File: src/rtl/rf_param_dump.sv
// rf_param_dump: parametrised 2R1W register file with a handshaked halt-time dump engine; RF_ZERO_REG_EN makes R0 a hard zero.
// Latency: reads are registered (1 cycle addr->data); the first dump beat appears 1 cycle after a hlt rising edge.
// Backpressure: a dump beat (addr/data) is held stable while dump_rdy=0; reads and writes never stall.
module rf_param_dump #(
    parameter int DATA_W = 16,
    parameter int ADDR_W = 4,
    parameter bit BYPASS = 1'b1
) (
    input  logic              clk,
    input  logic              rst,
    input  logic [ADDR_W-1:0] p0_addr,
    input  logic [ADDR_W-1:0] p1_addr,
    input  logic              re0,
    input  logic              re1,
    output logic [DATA_W-1:0] p0,
    output logic [DATA_W-1:0] p1,
    input  logic [ADDR_W-1:0] dst_addr,
    input  logic [DATA_W-1:0] dst,
    input  logic              we,
    input  logic              hlt,
    input  logic              dump_rdy,
    output logic              dump_vld,
    output logic [ADDR_W-1:0] dump_addr,
    output logic [DATA_W-1:0] dump_data,
    output logic              dump_busy,
    output logic              dump_done
);
    localparam int DEPTH = 2 ** ADDR_W;
    localparam logic [ADDR_W-1:0] LAST = '1;
`ifdef RF_ZERO_REG_EN
    localparam bit ZERO_REG = 1'b1;
    localparam logic [ADDR_W-1:0] FIRST = ADDR_W'(1);
`else
    localparam bit ZERO_REG = 1'b0;
    localparam logic [ADDR_W-1:0] FIRST = '0;
`endif

    typedef enum logic [1:0] {IDLE, DUMP, DONE} state_t;

    logic [DATA_W-1:0] mem [DEPTH];
    logic [DATA_W-1:0] rd0_val;
    logic [DATA_W-1:0] rd1_val;
    logic [ADDR_W-1:0] nxt_addr;
    logic              wr_ok;
    logic              hlt_q;
    logic              hlt_rise;
    state_t            state;

    // With a hard-zero R0 the write is dropped here, so bypass never forwards it either.
    assign wr_ok    = we && !(ZERO_REG && (dst_addr == '0));
    assign hlt_rise = hlt && !hlt_q;
    assign nxt_addr = dump_addr + 1'b1;

    always_comb begin
        rd0_val = mem[p0_addr];
        rd1_val = mem[p1_addr];
        if (BYPASS && wr_ok && (dst_addr == p0_addr)) rd0_val = dst;
        if (BYPASS && wr_ok && (dst_addr == p1_addr)) rd1_val = dst;
    end

    always_ff @(posedge clk or posedge rst) begin
        if (rst) begin
            for (int i = 0; i < DEPTH; i++) mem[i] <= '0;
        end else if (wr_ok) begin
            mem[dst_addr] <= dst;
        end
    end

    always_ff @(posedge clk or posedge rst) begin
        if (rst) begin
            p0 <= '0;
            p1 <= '0;
        end else begin
            if (re0) p0 <= rd0_val;
            if (re1) p1 <= rd1_val;
        end
    end

    // dump_addr doubles as the beat index; dump_data samples pre-write contents.
    always_ff @(posedge clk or posedge rst) begin
        if (rst) begin
            state     <= IDLE;
            hlt_q     <= 1'b0;
            dump_vld  <= 1'b0;
            dump_busy <= 1'b0;
            dump_done <= 1'b0;
            dump_addr <= '0;
            dump_data <= '0;
        end else begin
            hlt_q <= hlt;
            case (state)
                IDLE: begin
                    if (hlt_rise) begin
                        state     <= DUMP;
                        dump_vld  <= 1'b1;
                        dump_busy <= 1'b1;
                        dump_addr <= FIRST;
                        dump_data <= mem[FIRST];
                    end
                end
                DUMP: begin
                    if (dump_vld && dump_rdy) begin
                        if (dump_addr == LAST) begin
                            state     <= DONE;
                            dump_vld  <= 1'b0;
                            dump_busy <= 1'b0;
                            dump_done <= 1'b1;
                        end else begin
                            dump_addr <= nxt_addr;
                            dump_data <= mem[nxt_addr];
                        end
                    end
                end
                DONE: begin
                    if (!hlt) begin
                        state     <= IDLE;
                        dump_done <= 1'b0;
                    end
                end
                default: begin
                    state     <= IDLE;
                    dump_vld  <= 1'b0;
                    dump_busy <= 1'b0;
                    dump_done <= 1'b0;
                end
            endcase
        end
    end
endmodule

File: config.mk
export PLATFORM = sky130hd
export DESIGN_NAME = rf_param_dump
export DESIGN_NICKNAME = d
export VERILOG_FILES = /design/src/rtl/rf_param_dump.sv
export SDC_FILE = /design/constraint.sdc
export NUM_CORES = 1
export LEC_CHECK = 0
export BUFFER_PORTS_ARGS = -buffer_cell sky130_fd_sc_hd__buf_4
export CORE_MARGIN = 8
export CORE_UTILIZATION = 60
export DETAILED_ROUTE_END_ITERATION = 16
export HOLD_SLACK_MARGIN = 0.08
export PLACE_DENSITY = 0.78
export SETUP_SLACK_MARGIN = 0.05
export SLEW_MARGIN = 15
export SYNTH_ARGS = -nofsm -noshare
export SYNTH_HDL_FRONTEND = slang
export SYNTH_SLANG_ARGS = --single-unit
File: constraint.sdc
create_clock -name clk -period 17.42 [get_ports clk]
set_input_delay 3.484 -clock clk [delete_from_list [all_inputs] [get_ports clk]]
set_output_delay 3.484 -clock clk [all_outputs]
set_load 0.02 [all_outputs]
## Word-level counts from Yosys, hierarchy flattened

Index checks and enable logic that the tools add are counted.

| operators by class | value |
|---|---|
| add/sub/neg operators | 1 |
| $lt $le $gt $ge | 5 |
| equality and inequality tests | 10 |
| mux-type cells | 35 |
| bitwise logic cells | 6 |
| reductions and logical operators | 12 |

Operator list:

| kind | number |
|---|---|
| 256-bit bitwise mux | 1 |
| 16-bit binary-select mux with 4-bit select | 3 |
| 16-bit 2-to-1 mux | 12 |
| 16-bit demux with 4-bit select | 1 |
| 16-bit case mux with 2 select lines | 1 |
| 5-bit greater-or-equal comparator, second input constant | 4 |
| 4-bit inverter with 5-bit output | 4 |
| 4-bit AND reduction | 4 |
| 4-bit 2-to-1 mux | 3 |
| 2-bit != test, second input constant | 5 |
| 4-bit equality test | 2 |
| 2-bit 2-to-1 mux | 4 |
| 4-bit case mux with 2 select lines | 1 |
| 1-bit 2-to-1 mux | 6 |
| 1-bit case mux with 3 select lines | 2 |
| 2-bit case mux with 3 select lines | 1 |
| 1-bit logical AND | 5 |
| 5-bit by 1-bit less-than comparator with 1-bit output, second input constant | 1 |
| 4-bit by 1-bit adder with 4-bit output, second input constant | 1 |
| 4-bit equality test, second input constant | 1 |
| 2-bit by 1-bit equality test with 1-bit output, second input constant | 1 |
| 2-bit equality test, second input constant | 1 |
| 2-bit logical NOT | 1 |
| 1-bit inverter | 2 |
| other kinds (2) | 2 |

| storage, ports and cells | value |
|---|---|
| bits in registers | 313 |
| bits of input ports | 35 |
| word-level logic and storage cells | 93 |

## Longest topological paths before layout

Gate-level depths: netlist (run 1).

| logic depth | value |
|---|---|
| depth in word-level cells | 8 |
| mapped depth | 10 |
| mapped depth without buffers | 6 |

## Worst setup path after synthesis (run 1)

No wires, ideal clock.

| timing | value |
|---|---|
| kind | input-to-reg |
| start point | input port p0_addr[0] |
| end point | register p0[10] |
| data arrival time | 5089 ps |
| required time | 17301 ps |
| slack | 12212 ps |
| stages on the path | 5 |
| cells stage by stage | buf_4 > buf_2 > mux4_2 > mux4_2 > o21a_1 |

| between the ends | value |
|---|---|
| word-level cells in the longest chain between the ends | 5 |
| elaborated cells on any way between the ends | 7 |

Ends and longest elaborated chain:

| element | RTL line | text |
|---|---|---|
| start, declared | 11 | `input logic [ADDR_W-1:0] p0_addr,` |
| 4-bit inverter with 5-bit output (not written as such) | 55 | `rd0_val = mem[p0_addr];` |
| 16-bit binary-select mux with 4-bit select | 55 |  |
| 16-bit 2-to-1 mux (not written as such) (2 in series) | 55 |  |
| 16-bit 2-to-1 mux (*) | 57 | `if (BYPASS && wr_ok && (dst_addr == p0_addr)) rd0_val = dst;` |
| end signal, assigned | 74 | `if (re0) p0 <= rd0_val;` |
| end, declared | 15 | `output logic [DATA_W-1:0] p0,` |

Every way passes the cells marked *; elsewhere a longest branch is shown, timed or not. The select of a mux whose other input is x is not followed.
A chain may end at the register's enable or synchronous reset.

## Final worst setup path (run 1)

| timing | value |
|---|---|
| start point | input port p0_addr[0] |
| end point | register p0[5] |

Same word-level chain as after synthesis.

==> impl_results.md, run 1 <==
* CTS Buf Count at 35
* Vias per inst at 7.36
* RSZ-0062 raised after global routing: false
* DR pass1 iterations at 5
* Rows at 63
* H-tree depth at 2
* Compound-Gate Fraction of Synth Area at 6.04%
* Worst-margin pin slew at 1250 ps
* CP max stage cell: buf_4
* Antenna viol nets, final at 0
* Status: completed
* Syn Inst Count at around 1,200
* Port Buf Inserts at 89
* DRC errors left at 0
* Die Width at approximately 190 um
* Initial Utilization at between 60 and 70%
* DIE HEIGHT at roughly 190 um
* Core area at 29,600 sq um
* CP Cell Sequence: buf_4 -> buf_4 -> mux4_2 -> mux4_2 -> o21a_1
* Ports at 90
* Placer Congestion at 0.847
* Worst min-delay path category: reg -> reg
* Peak supply drop at ~0.00012 V
* Hold_sp: dump_data[6]
* Seq cells post-synth at 313
* Yosys top cell by area: dfrtp_1
* Post-Synth Simple-Gate Area at ~2.4%
* Final Max Tran Viols at 0
* Synth Cell Area at 18,100 sq um
* Nets@finish at 1,258
* R2r startpoint: dump_addr[0]
* Via count at 12,000
* Number of synthesized flops with an enable pin at 0
* Leak pwr at 8.12 nW
* Final std cell area, no fill at just over 20,000 sq um
* Final Hold Fails at 0
* Clock latency on the worst-skew pair at 520 ps
* Max Cap Violations at 0
* Share of layout cells above drive strength 1 at 53.4%
* CTS max path bufs at 3
* Worst r2r dst: dump_data[4]
* Hold EP: dump_data[6]
* Wire per inst at 32.3 um
* Total negative slack at 0 ps
* Pwr/cell area at 151 nW/um^2
* CP max FO at 35
* CTS Sinks at 313
* Fin crit period at 5610 ps
* Initial antenna violation count at 1
* Area delta synth->final at 11.2%
* Crit path kind: in -> reg
* R2R depth at 7
* Global-route wire length before repair at 81.4 mm
* Critical Path RT at 17,820 ps
* Worst hold stages at 2
* DP Area at 19,000 sq um
* Largest net degree at the start of global routing at 154
* Xor-xnor portion of the synthesized cell area at 0.484%
* Largest family of logic cells by synthesized area: multiplexers
* Cts repair resizes at 0
* Rel. slew slack at ~16%
* Achievable Freq at 178 MHz
* Max stage delay on crit path at 620 ps
* Synth Flop Type: dfrtp_1
* Die footprint at approximately 36,000 sq um
* Vias in the first global route at 12,700
* Synthesized net count at 1,223
* Synth Area in Adders at 0.0692%
* Dominant cells by area after synthesis: dfrtp_1 43%, mux4_2 28%, mux2_2 16%
* N_diodes at 0
* CTS tree: yes
* Most frequent cells in the layout: 312 x dfrtp_1, 258 x mux2_2, 225 x mux4_2
* GRT overflow at 0
* Mux share of post-synthesis cell area at 44.1%
* Hpwl dp at 31.1 mm
* Final worst-path cycle share at 32.2%
* # setup viols final at 0
* Asr flop ratio synth at between 90% and 100%
* Total wire length at ~53 mm
* CP Launch Type: input pin
* Post-synthesis sequential area ratio at 43.3%
* Synth top area share at 43.3%
* Flop-to-flop setup slack at 13,390 ps
* Worst Path Arrival at roughly 6000 ps
* CTS Hold Bufs at 0
* Ys Warns at 0
* Most common cell after layout, fill and taps aside: dfrtp_1
* CTS clk-pin slew, worst paths at roughly 60 ps
* Root Buffer: clkbuf_16
* Crit. End Element: flop
* 1st-iter DRT viols at 1,263
* Post-Route Skew at approximately 12 ps
* GRT Overall Usage at between 20% and 30%
* Post-CTS Setup Inserts at 0
* Mapped Avg Cell Area at around 15 sq um
* Distinct cells, synth at 39
power by group:
part           switching (mW)  internal [mW]  total [mW]
combinational           0.535          0.651        1.19
clock                   0.292          0.439       0.731
sequential              0.212          0.907        1.12
sequential cells by signal, summed over array words and instances, names as in the netlist:
signal and flops:
dump_busy 1, p0 16, dump_data 16, dump_done 1
state 2, hlt_q 1, mem 256, dump_addr 4
p1 16
critical path: cells and delay by family:
family	cells	cell delay, ps
buffers and inverters	2	1180
multiplexers	2	1050
AO/OA/AOI/OAI	1	190
metrics by stage:
step	worst slack [ps]	total power, mW	hold WS (ps)	std cells	util (%)
global placement	11320	2.25	461	1575	64.1
global route	11640	3.16	518	1635	67.8
detailed placement	11230	2.29	473	1575	64.1
CTS	11760	3.03	487	1635	67.8
floorplan	5280	1.94	503	1187	-
finish	11810	3.04	479	1635	67.8
cells by family (layout without fill, tap and decap cells):
family	after synthesis	in the layout
simple gates	90	90
mux	483	483
fa+ha+maj	1	1
flops	313	313
buf+inv	149	207
compound gates	141	141
xor+xnor	10	10
final cells by class:
| cell class | instances | area, sq um |
|---|---|---|
| clock buffers | 55 | 1040 |
| repair buffers | 114 | 868 |
| multi-input cells | 725 | 9660 |
| fillers | 2034 | 9530 |
| well taps | 390 | 488 |
| flip-flops and latches | 313 | 7840 |
| inverters | 33 | 131 |
| clock inverters | 5 | 75.1 |
per-layer routing:
layer  track usage, %  wire, um  up-vias
li1                 -         -     4770
met5                0        10        -
met3             7.52      5350      201
met4             15.9      3180        2
met2             46.2     24700      728
met1             39.3     19600     6325
cells in the mapped netlist, types with 4 or more instances:
master and instances:
a2111oi_0 15, a21boi_0 16, buf_1 14, buf_2 43
buf_4 6, clkbuf_1 51, dfrtp_1 313, inv_1 33
mux2_2 258, mux4_2 225, nand2_1 24, nand2b_1 7
nand3_1 5, nand3b_1 7, nor2_1 30, nor2b_1 4
nor3_1 4, o21a_1 32, o21ai_0 5, o22a_1 32
o22ai_1 16, o31ai_1 16, xor2_1 8
worst max path at each step:
stage,startpoint,cells past startpoint,endpoint
2_1_floorplan,rst,1,dump_addr[0]
3_3_place_gp,p1_addr[0],5,p1[4]
3_5_place_dp,p1_addr[0],5,p1[5]
4_1_cts,p1_addr[0],5,p1[5]
5_1_grt,p1_addr[0],5,p1[8]
6_report,p0_addr[0],5,p0[5]
Note: power is estimated with default switching activity, not from simulation.
==> run 2, diff against run 1 <==
--- a/config.mk
+++ b/config.mk
@@ -7,10 +7,10 @@
 export LEC_CHECK = 0
 export BUFFER_PORTS_ARGS = -buffer_cell sky130_fd_sc_hd__buf_4
 export CORE_MARGIN = 8
-export CORE_UTILIZATION = 60
+export CORE_UTILIZATION = 56
 export DETAILED_ROUTE_END_ITERATION = 16
 export HOLD_SLACK_MARGIN = 0.08
-export PLACE_DENSITY = 0.78
+export PLACE_DENSITY = 0.77
 export SETUP_SLACK_MARGIN = 0.05
 export SLEW_MARGIN = 15
 export SYNTH_ARGS = -nofsm -noshare
==> constraint.sdc (replaced) <==
create_clock -name clk -period 4.84 [get_ports clk]
set_input_delay 0.968 -clock clk [delete_from_list [all_inputs] [get_ports clk]]
set_output_delay 0.968 -clock clk [all_outputs]
set_load 0.02 [all_outputs]
==> run 2 against run 1 <==
Against the previous run:
- setup slack got worse by 10000 ps
- sequential power rose to 3.6 times the previous value
- power rose to 3.6 times the previous value
- combinational power rose to 3.6 times the previous value
- clock power rose to 3.7 times the previous value
- critical path depth did not move
==> impl_results.md, run 2 (synthesized netlist as in run 1, its figures left out) <==
* Status: completed
* Worst min-delay path category: reg -> reg
* Most common cell after layout, fill and taps aside: dfrtp_1
* Max stage delay on crit path at 840 ps (+220 ps)
* Placer Congestion at 0.833 (-1.6%)
* Via count at 11,900 (-1.1%)
* Ports at 90 (unchanged)
* Critical Path RT at 5210 ps (-12,610 ps)
* H-tree depth at 2 (unchanged)
* Rel. slew slack at 25.7% (+9.3 points)
* # setup viols final at 0 (unchanged)
* Rows at 65 (+3.2%)
* RSZ-0062 raised after global routing: false
* Achievable Freq at around 300 MHz
* Nets@finish at 1,263 (+0.40%)
* Initial antenna violation count at 0 (-1)
* Final worst-path cycle share at 66.8%
* Max Cap Violations at 0 (unchanged)
* Most frequent cells in the layout: 312 x dfrtp_1, 258 x mux2_2, 225 x mux4_2
* Worst Path Arrival at 3600 ps (-2400 ps)
* CP max stage cell: buf_4
* GRT Overall Usage at 27.4% (-2.6 points)
* Port Buf Inserts at 89 (unchanged)
* Final Hold Fails at 0 (unchanged)
* DIE HEIGHT at 196 um (+3.2%)
* Root Buffer: clkbuf_16
* Cts repair resizes at 0 (unchanged)
* Sw Share at 33.6% (-0.57 points)
* Seq pwr share at 36.5% (-0.3 points)
* Largest net degree at the start of global routing at 123 (-20%)
* Area delta synth->final at 12.0%
* GRT overflow at 0 (unchanged)
* CP Cell Sequence: buf_4 -> mux4_2 -> a21boi_0 -> a2111oi_0 -> o31ai_1
* Number of flip-flops in the largest register at 256 (unchanged)
* CTS max path bufs at 3 (unchanged)
* Share of layout cells above drive strength 1 at 54.2% (+0.78 points)
* Power Internal at 7.26 mW (+260%)
* Total wire length at 51.8 mm (-1.9%)
* Fin crit period at roughly 3200 ps
* CTS Hold Bufs at 0 (unchanged)
* Core area at 31,600 sq um (+6.7%)
* Final std cell area, no fill at 20,300 sq um (+0.73%)
* DP Area at 19,100 sq um (+0.51%)
* Hpwl dp at 30.8 mm (-1.1%)
* N_diodes at 0 (unchanged)
* Post-CTS Setup Inserts at 0 (unchanged)
* Biggest register: mem
* DR pass1 iterations at 5 (unchanged)
* Crit path kind: reg -> reg
* Placed Cells at 1,592 (+1.1%)
* Crit. End Element: flop
* DRC errors left at 0 (unchanged)
* Peak supply drop at 0.000384 V (+230%)
* Global-route wire length before repair at 79.6 mm (-2.2%)
* CTS Sinks at 313 (unchanged)
* Switching power at 3.68 mW (+250%)
* Clock power frac at 24.8% (+0.7 points)
* CP max FO at 49 (+40%)
* Worst-margin pin slew at 1110 ps (-136 ps)
* CTS tree: yes
* Die footprint at 38,300 sq um (+6.5%)
* Vias per inst at 7.20 (-2.1%)
* CTS Buf Count at 35 (unchanged)
* Clock latency on the worst-skew pair at 520 ps (about the same)
* CP Launch Type: flop
* Vias in the first global route at 12,500 (-1.8%)
* Pwr/cell area at 540 nW/um^2 (+260%)
* Antenna viol nets, final at 0 (unchanged)
* Finished Layout Cells at 1,653 (+1.1%)
* Post-Route Skew at 10.4 ps (-1.64 ps)
* Final Max Tran Viols at 0 (unchanged)
* Combinational Power Share at 38.8% (-0.3 points)
* Leak pwr at 8.18 nW (+0.78%)
* Die Width at 196 um (+3.2%)
* CTS clk-pin slew, worst paths at 60 ps (about the same)
* 1st-iter DRT viols at 1,336 (+5.8%)
* Wire per inst at 31.3 um (-3.0%)
* Initial Utilization at 57.1% (-3.9 points)
-- run 2: power by group through the flow --
stage	Sequential, mW	Combinational, mW	Clock [mW]
after CTS	3.97	4.23	2.74
after detailed placement	4.01	4.21	0
after floorplan	3.86	3.12	0
after global placement	3.97	4.12	0
after global routing	4.08	4.50	2.84
final	3.99	4.24	2.71
-- run 2: layout make-up --
class,count,area [sq um]
Clock buffer,52,1070
Clock inverter,9,97.6
Fill cell,2232,11400
Inverter,33,128
Multi-Input combinational cell,725,9670
Sequential cell,313,7840
Tap cell,402,503
Timing Repair Buffer,119,943
-- run 2: metal layers --
| metal | vias up | wire [um] | GRT usage, % |
|---|---|---|---|
| met5 | - | 0 | 0 |
| met2 | 669 | 25400 | 44.5 |
| met3 | 195 | 4230 | 5.66 |
| li1 | 4785 | - | - |
| met1 | 6250 | 19300 | 34.6 |
| met4 | 0 | 2930 | 14.2 |
-- run 2: through the flow --
stage               hold slack (ps)  power (mW)  worst slack, ps  utilization (%)  setup TNS (ps)
global route                    516        11.4             1420             64.0               0
global placement                462        8.09             1560             60.3               0
finish                          472        10.9             1610             64.0               0
floorplan                       503        6.98             -297                -          -92930
CTS                             482        10.9             1590             64.0               0
detailed placement              470        8.22             1530             60.3               0
-- run 2: critical path: cells and delay by family (launching register included) --
family                 cells  cell delay [ps]
DFF                        1              710
AOI/OAI and AO/OA          3              860
muxes                      1              630
buffers and inverters      1              840
-- run 2: final timing paths --
| path | slack, ps | endpoint | cells after the start | from |
|---|---|---|---|---|
| min | 470 | dump_data[3] | 2 | dump_data[3] |
| max | 1610 | dump_data[10] | 5 | dump_addr[0] |
| max in group asynchronous | 3150 | mem[162] | 3 | rst |
| max reg2reg | 1610 | dump_data[10] | 5 | dump_addr[0] |
| min reg2reg | 470 | dump_data[3] | 2 | dump_data[3] |
| min in group asynchronous | 570 | dump_data[11] | 2 | rst |
